===== src/rtl/fullsub_serial_46.sv =====
// fullsub_serial_46
// Digit-serial subtractor: diff = a - b - bin (mod 2^WIDTH), computed DIGIT
// bits per clock through a DIGIT-wide ripple-borrow slice. One operation
// takes N = WIDTH/DIGIT RUN cycles.
//
// Handshake (valid/ready style): start is the request and is only looked at
// while busy is low (state IDLE). The edge that sees start=1 in IDLE accepts
// the operands. busy is high for the N cycles that follow that edge. At the
// N-th edge the results load, busy drops, and done pulses for one cycle.
// start seen while busy is ignored, and nothing is queued.
//
// Ports:
//   clk    rising-edge clock
//   rst_n  asynchronous active-low reset
//   start  request, sampled only in IDLE
//   a, b   minuend / subtrahend, captured on an accepted start
//   bin    borrow into bit 0, captured on an accepted start
//   busy   operation in progress
//   done   one-cycle pulse, result registers freshly loaded
//   diff   a - b - bin mod 2^WIDTH, held until the next completion
//   borr   borrow out of the MSB (unsigned a < b + bin)
//   ovf    signed overflow (borrow into MSB xor borrow out of MSB)
module fullsub_serial_46 #(
   parameter int WIDTH = 8,
   parameter int DIGIT = 1
) (
   input  logic             clk,
   input  logic             rst_n,
   input  logic             start,
   input  logic [WIDTH-1:0] a,
   input  logic [WIDTH-1:0] b,
   input  logic             bin,
   output logic             busy,
   output logic             done,
   output logic [WIDTH-1:0] diff,
   output logic             borr,
   output logic             ovf
);

   localparam int N  = WIDTH / DIGIT;
   localparam int CW = (N > 1) ? $clog2(N) : 1;

   if ((WIDTH < 1) || (DIGIT < 1) || ((WIDTH % DIGIT) != 0)) begin : g_bad_params
      $error("fullsub_serial_46: DIGIT must be >= 1 and divide WIDTH");
   end

   typedef enum logic {
      IDLE = 1'b0,
      RUN  = 1'b1
   } state_t;

   state_t           state, state_nx;
   logic [WIDTH-1:0] a_sh, b_sh, res_sh, res_nx;
   logic             brw;
   logic [CW-1:0]    cnt;
   logic             last;
   logic [DIGIT-1:0] sd;
   logic [DIGIT:0]   chain;

   assign busy = (state == RUN);
   assign last = (cnt == CW'(N - 1));

   // Ripple-borrow slice over the low DIGIT bits of the shifted operands.
   // chain[i] is the borrow into bit i of the slice.
   always_comb begin
      sd       = '0;
      chain    = '0;
      chain[0] = brw;
      for (int i = 0; i < DIGIT; i++) begin
         sd[i]      = a_sh[i] ^ b_sh[i] ^ chain[i];
         chain[i+1] = (~a_sh[i] & b_sh[i]) | (~(a_sh[i] ^ b_sh[i]) & chain[i]);
      end
   end

   // New diff digits enter from the MSB side, so after N shifts the first
   // digit computed ends up at bit 0.
   always_comb begin
      res_nx = (res_sh >> DIGIT) | (WIDTH'(sd) << (WIDTH - DIGIT));
   end

   // Next-state logic
   always_comb begin
      state_nx = state;
      case (state)
         IDLE:    if (start) state_nx = RUN;
         RUN:     if (last)  state_nx = IDLE;
         default: state_nx = IDLE;
      endcase
   end

   always_ff @(posedge clk or negedge rst_n) begin
      if (!rst_n) begin
         state <= IDLE;
      end else begin
         state <= state_nx;
      end
   end

   // Datapath and result registers
   always_ff @(posedge clk or negedge rst_n) begin
      if (!rst_n) begin
         a_sh   <= '0;
         b_sh   <= '0;
         res_sh <= '0;
         brw    <= 1'b0;
         cnt    <= '0;
         done   <= 1'b0;
         diff   <= '0;
         borr   <= 1'b0;
         ovf    <= 1'b0;
      end else begin
         done <= 1'b0;
         case (state)
            IDLE: begin
               if (start) begin
                  a_sh <= a;
                  b_sh <= b;
                  brw  <= bin;
                  cnt  <= '0;
               end
            end
            RUN: begin
               a_sh   <= a_sh >> DIGIT;
               b_sh   <= b_sh >> DIGIT;
               brw    <= chain[DIGIT];
               res_sh <= res_nx;
               cnt    <= cnt + CW'(1);
               if (last) begin
                  // In the final digit the top slice bit is the word MSB, so
                  // chain[DIGIT-1] is the borrow into the MSB.
                  diff <= res_nx;
                  borr <= chain[DIGIT];
                  ovf  <= chain[DIGIT-1] ^ chain[DIGIT];
                  done <= 1'b1;
                  cnt  <= '0;
               end
            end
            default: ;
         endcase
      end
   end

endmodule


===== config.mk =====
export PLATFORM = sky130hd
export DESIGN_NAME = fullsub_serial_46
export DESIGN_NICKNAME = d
export VERILOG_FILES = /design/src/rtl/fullsub_serial_46.sv
export SDC_FILE = /design/constraint.sdc
export NUM_CORES = 1
export LEC_CHECK = 0
export ABC_AREA = 0
export ABC_CLOCK_PERIOD_IN_PS = 1370
export BUFFER_PORTS_ARGS = -buffer_cell sky130_fd_sc_hd__buf_2
export CORE_UTILIZATION = 29
export CTS_CLUSTER_DIAMETER = 150
export DETAILED_ROUTE_END_ITERATION = 12
export GPL_ROUTABILITY_DRIVEN = 0
export HOLD_SLACK_MARGIN = 0.15
export REMOVE_ABC_BUFFERS = 1
export SYNTH_ARGS = -nofsm -noshare
export SYNTH_HDL_FRONTEND = slang
export SYNTH_SLANG_ARGS = --single-unit

===== constraint.sdc =====
create_clock -name clk -period 1.37 [get_ports clk]
set_input_delay 0.137 -clock clk [delete_from_list [all_inputs] [get_ports clk]]
set_output_delay 0.137 -clock clk [all_outputs]
set_load 0.01 [all_outputs]

# After elaboration in Yosys (flattened, before gate mapping)
# Cells that the tools add are included.
[totals]
ff_bits = 40
in_bits = 20
output_inout_bits = 12
[classes]
n_addsub = 1
n_eq_ne = 2
mux = 14
bitwise_logic = 10
reduce_logical = 1
[ops]
columns = ["operator", "n"]
rows = [
  ["$pmux W8 S2", 2],
  ["$mux W8", 2],
  ["$or A7 B8 Y8", 1],
  ["$mux W3", 2],
  ["$pmux W3 S2", 1],
  ["$mux W1", 5],
  ["$pmux W1 S2", 2],
  ["$add A3 B1 Y3 const B", 1],
  ["$eq A3 B3 Y1 const B", 1],
  ["$not A1 Y1", 3],
  ["$xor A1 B1 Y1", 3],
  ["$and A1 B1 Y1", 2],
  ["$ne A2 B2 Y1 const B", 1],
  ["$reduce_and A2 Y1", 1],
  ["$or A1 B1 Y1", 1],
]

# Logic depth before layout (Yosys ltp)
[depth]
ltp_word = 5
ltp_mapped = 5
depth_no_buf = 4

# Least setup slack after synthesis
# No wires, ideal clock.
[synth_timing]
path_kind = "flip-flop to flip-flop"
startpoint = "register cnt[0]"
endpoint = "register diff[0]"
setup_time_ns = 0.125
t_arrival_ns = 1.294
path_slack_ns = -0.050
path_stages_with_launch = 6
path_buffers = 1
synth_period_minus_slack_ns = 1.420
cell_sequence = "dfrtp_1 -> ha_1 -> ha_1 -> nand2_4 -> buf_6 -> mux2_4"
[synth_between]
elab_chain_cells = 2
[synth_lines]
columns = ["item", "line_no", "rtl"]
rows = [
  ["start, declared", "55", "logic [CW-1:0] cnt;"],
  ["start signal, assigned", "127", "cnt <= cnt + CW'(1);"],
  ["$eq A3 B3 Y1", "61", "assign last = (cnt == CW'(N - 1));"],
  ["$reduce_and A2 Y1 (no line)", "-", ""],
  ["end signal, assigned", "131", "diff <= res_nx;"],
  ["end, declared", "35", "output logic [WIDTH-1:0] diff,"],
]
# Every way passes these cells.
# A chain may end at the register's enable or synchronous reset.

# Worst setup path after layout
[layout_timing]
startpoint = "register cnt[0]"
endpoint = "register diff[4]"
# The elaborated chain is that of the path after synthesis.

==> impl_results.md <==
- Status: finished, final reports clean
- Initial antenna violation count: 0
- Pre-CTS setup slack: -0.0682 ns
- Seq pwr share: 44.8%
- Critical Path Start Type: flop
- Nets: 204
- Max cap viols: 0
- Setup violations, final: 0
- Die Ht: 78.5 µm
- Crit share post-route: 96.6%
- Final wirelength: about 3 mm
- Switching share of power: 31.2%
- I/O pins: 32
- Clk network pwr share: 18.8%
- Total track usage: a little over a tenth
- Unrepaired setup endpoints after global routing: false
- Num CTS Buffers: 5
- Post-CTS setup buffers: 0
- Clock buffer depth: 2
- Netlist Area Pre-Place: 1700 µm²
- Share of cells above drive strength 1: 37.4%
- Synth Warn #: 0
- Layout Cells excl Fill: ~250
- CP Max Fanout: 6
- Leakage Power: 1.11 nW
- Grt ovf: 0
- Vias per cell: 4.25
- Fin. Hold Viols: 0
- Dpl cell area: 1960 µm²
- Final min period: about 1.3 ns
- CTS sink count: 39
- CP endpoint kind: flop
- F_max: between 0.7 and 0.8 GHz
- Largest net degree at the start of global routing: 40
- Most common cell after layout, fill and taps aside: dfrtp_1
- FILL cells: approximately 550
- Post-layout utilization of the core: 39.8%
- Via count: 1080
- Max-Slew Margin vs Limit: 67.7%
- Final Max Slew Viols: 0
- Setup Skew: 0.00569 ns
- CTS H-tree lvls: 2
- Post-route cell area: 2220 µm²
- Avg WL per Cell: 11.8 µm
- Reg clk slew, reported paths: 0.07 ns
- FP Rows: 27
- Mapped Cells: between 100 and 150
- Area Growth Syn to Fin: 30.7%
- Yosys reg bits: 39
- Drt drc: 0
- DRT antenna net count: 0
- Power per Cell Area: 2020 nW/µm²
- Die width: 78.5 µm
- Sw power: 1.40 mW
- Hold Slack: 0.157 ns
- Initial drt markers: 35
- Sequential share of the synthesized area: 57.5%
- Dpl cells: 233
- Ant. Diodes: 0
- Synth Area per Inst: around 13 µm²
- CTS tree: built
- Port bufs: 31
- Post-route setup slack: 0.0465 ns
- Initial Util: between 30% and 40%
- WS Path Type: reg -> reg
- CP Data Required Time: 1.55 ns
- Setup_tns: 0 ns
- Dpl hpwl: 1.94 mm
- Core ar.: between 5000 and 6000 µm²
- Vias in the first global route: 1070
- First-pass GRT wire length: a little over 5 mm
- Combinational share of power: 36.4%
- Max VDD drop: 732 µV
- Most frequent cells in the layout: dfrtp_1, buf_2, mux2i_1
- Final Total Pwr: 4.49 mW
- Worst-Margin Slew: 0.485 ns
- Die area: between 6000 and 7000 µm²
- Hold Crit Class: in -> reg
- Root buf cell: clkbuf_8
- Worst-Skew Late Latency: just under 0.3 ns
- Pre-antenna DRT Iters: 4
- CP arrival: 1.50 ns
- Pint: 3.09 mW
- Synth unique cells: 19
==> worst max-delay path, cell delays in order, from the launching register on <==
cell     delay (ns)
dfrtp_1        0.38
ha_2           0.20
ha_4           0.19
nand2_8        0.11
mux2_2         0.34
==> final cells by class <==
class	count	area (µm²)	area share, %
Clock buffer	8	100	4.51
Inverter	5	18.8	0.846
Multi-Input combinational cell	78	678	30.6
Sequential cell	39	976	44.0
Tap cell	72	90.1	4.06
Timing Repair Buffer	52	355	16.0
==> cells by family after synthesis <==
| group | count (synthesis) | share of synthesized area, % |
|---|---|---|
| flip-flops | 39 | 57.5 |
| multiplexers | 35 | 23.6 |
| AND/OR/NAND/NOR | 20 | 5.16 |
| AO/OA/AOI/OAI | 18 | 5.82 |
| buffers and inverters | 13 | 4.79 |
| adder cells (fa/ha/maj) | 3 | 2.65 |
| XOR/XNOR | 1 | 0.516 |
==> synth_stat cells <==
cell,count,share of area [%]
o22ai_1,1,0.37
buf_6,3,2.0
dfrtp_1,39,57
inv_1,5,1.1
fa_1,1,1.2
mux2_2,8,5.3
nor2_1,3,0.66
nand2_4,1,0.66
a22o_1,2,1.0
xnor2_1,1,0.52
clkbuf_1,1,0.22
mux2i_1,19,11
o21ai_0,15,4.4
buf_2,2,0.59
nand2b_1,2,0.74
ha_1,2,1.5
nand2_1,14,3.1
mux2_4,8,7.1
buf_4,2,0.88
==> power groups by stage <==
| stage | Combinational [mW] | Sequential [mW] | Clock [mW] |
|---|---|---|---|
| 5_1_grt | 1.83 | 2.08 | 0.918 |
| 2_1_floorplan | 0.885 | 2.11 | 0 |
| 3_5_place_dp | 1.58 | 2.01 | 0 |
| 4_1_cts | 1.66 | 2.01 | 0.878 |
| 3_3_place_gp | 1.56 | 2.00 | 0 |
| 6_report | 1.64 | 2.01 | 0.844 |
==> routing by layer <==
| metal | wire, µm | track usage, % | up-vias |
|---|---|---|---|
| li1 | - | - | 537 |
| met5 | 0 | 0 | - |
| met4 | 30 | 3.89 | 0 |
| met3 | 138 | 4.65 | 3 |
| met2 | 1370 | 16.8 | 24 |
| met1 | 1450 | 13.5 | 516 |
==> what timing repair did <==
action,in CTS,in global routing
gates resized for setup,5,1
endpoints found under the hold margin,50,0
setup endpoints to repair,9,2
cloned,1,0
hold buffers,12,0
==> sequential cells by signal, indices dropped and copies added, names as in the netlist <==
| name | cells |
|---|---|
| borr | 1 |
| a_sh | 8 |
| busy | 1 |
| brw | 1 |
| b_sh | 8 |
| diff | 8 |
| res_sh | 7 |
| ovf | 1 |
| cnt | 3 |
| done | 1 |
==> final timing paths <==
path / startpoint / to / slack, ns / cells past startpoint
worst max-delay path: cnt[0] / diff[4] / 0.05 / 4
worst min-delay path: b[5] / b_sh[5] / 0.16 / 3
worst max register to register: cnt[0] / diff[4] / 0.05 / 4
worst min register to register: b_sh[2] / b_sh[1] / 0.48 / 2
max in group asynchronous: rst_n / b_sh[2] / 0.60 / 3
min in group asynchronous: rst_n / done / 0.43 / 3
Note: power is estimated with default switching activity, not from simulation.
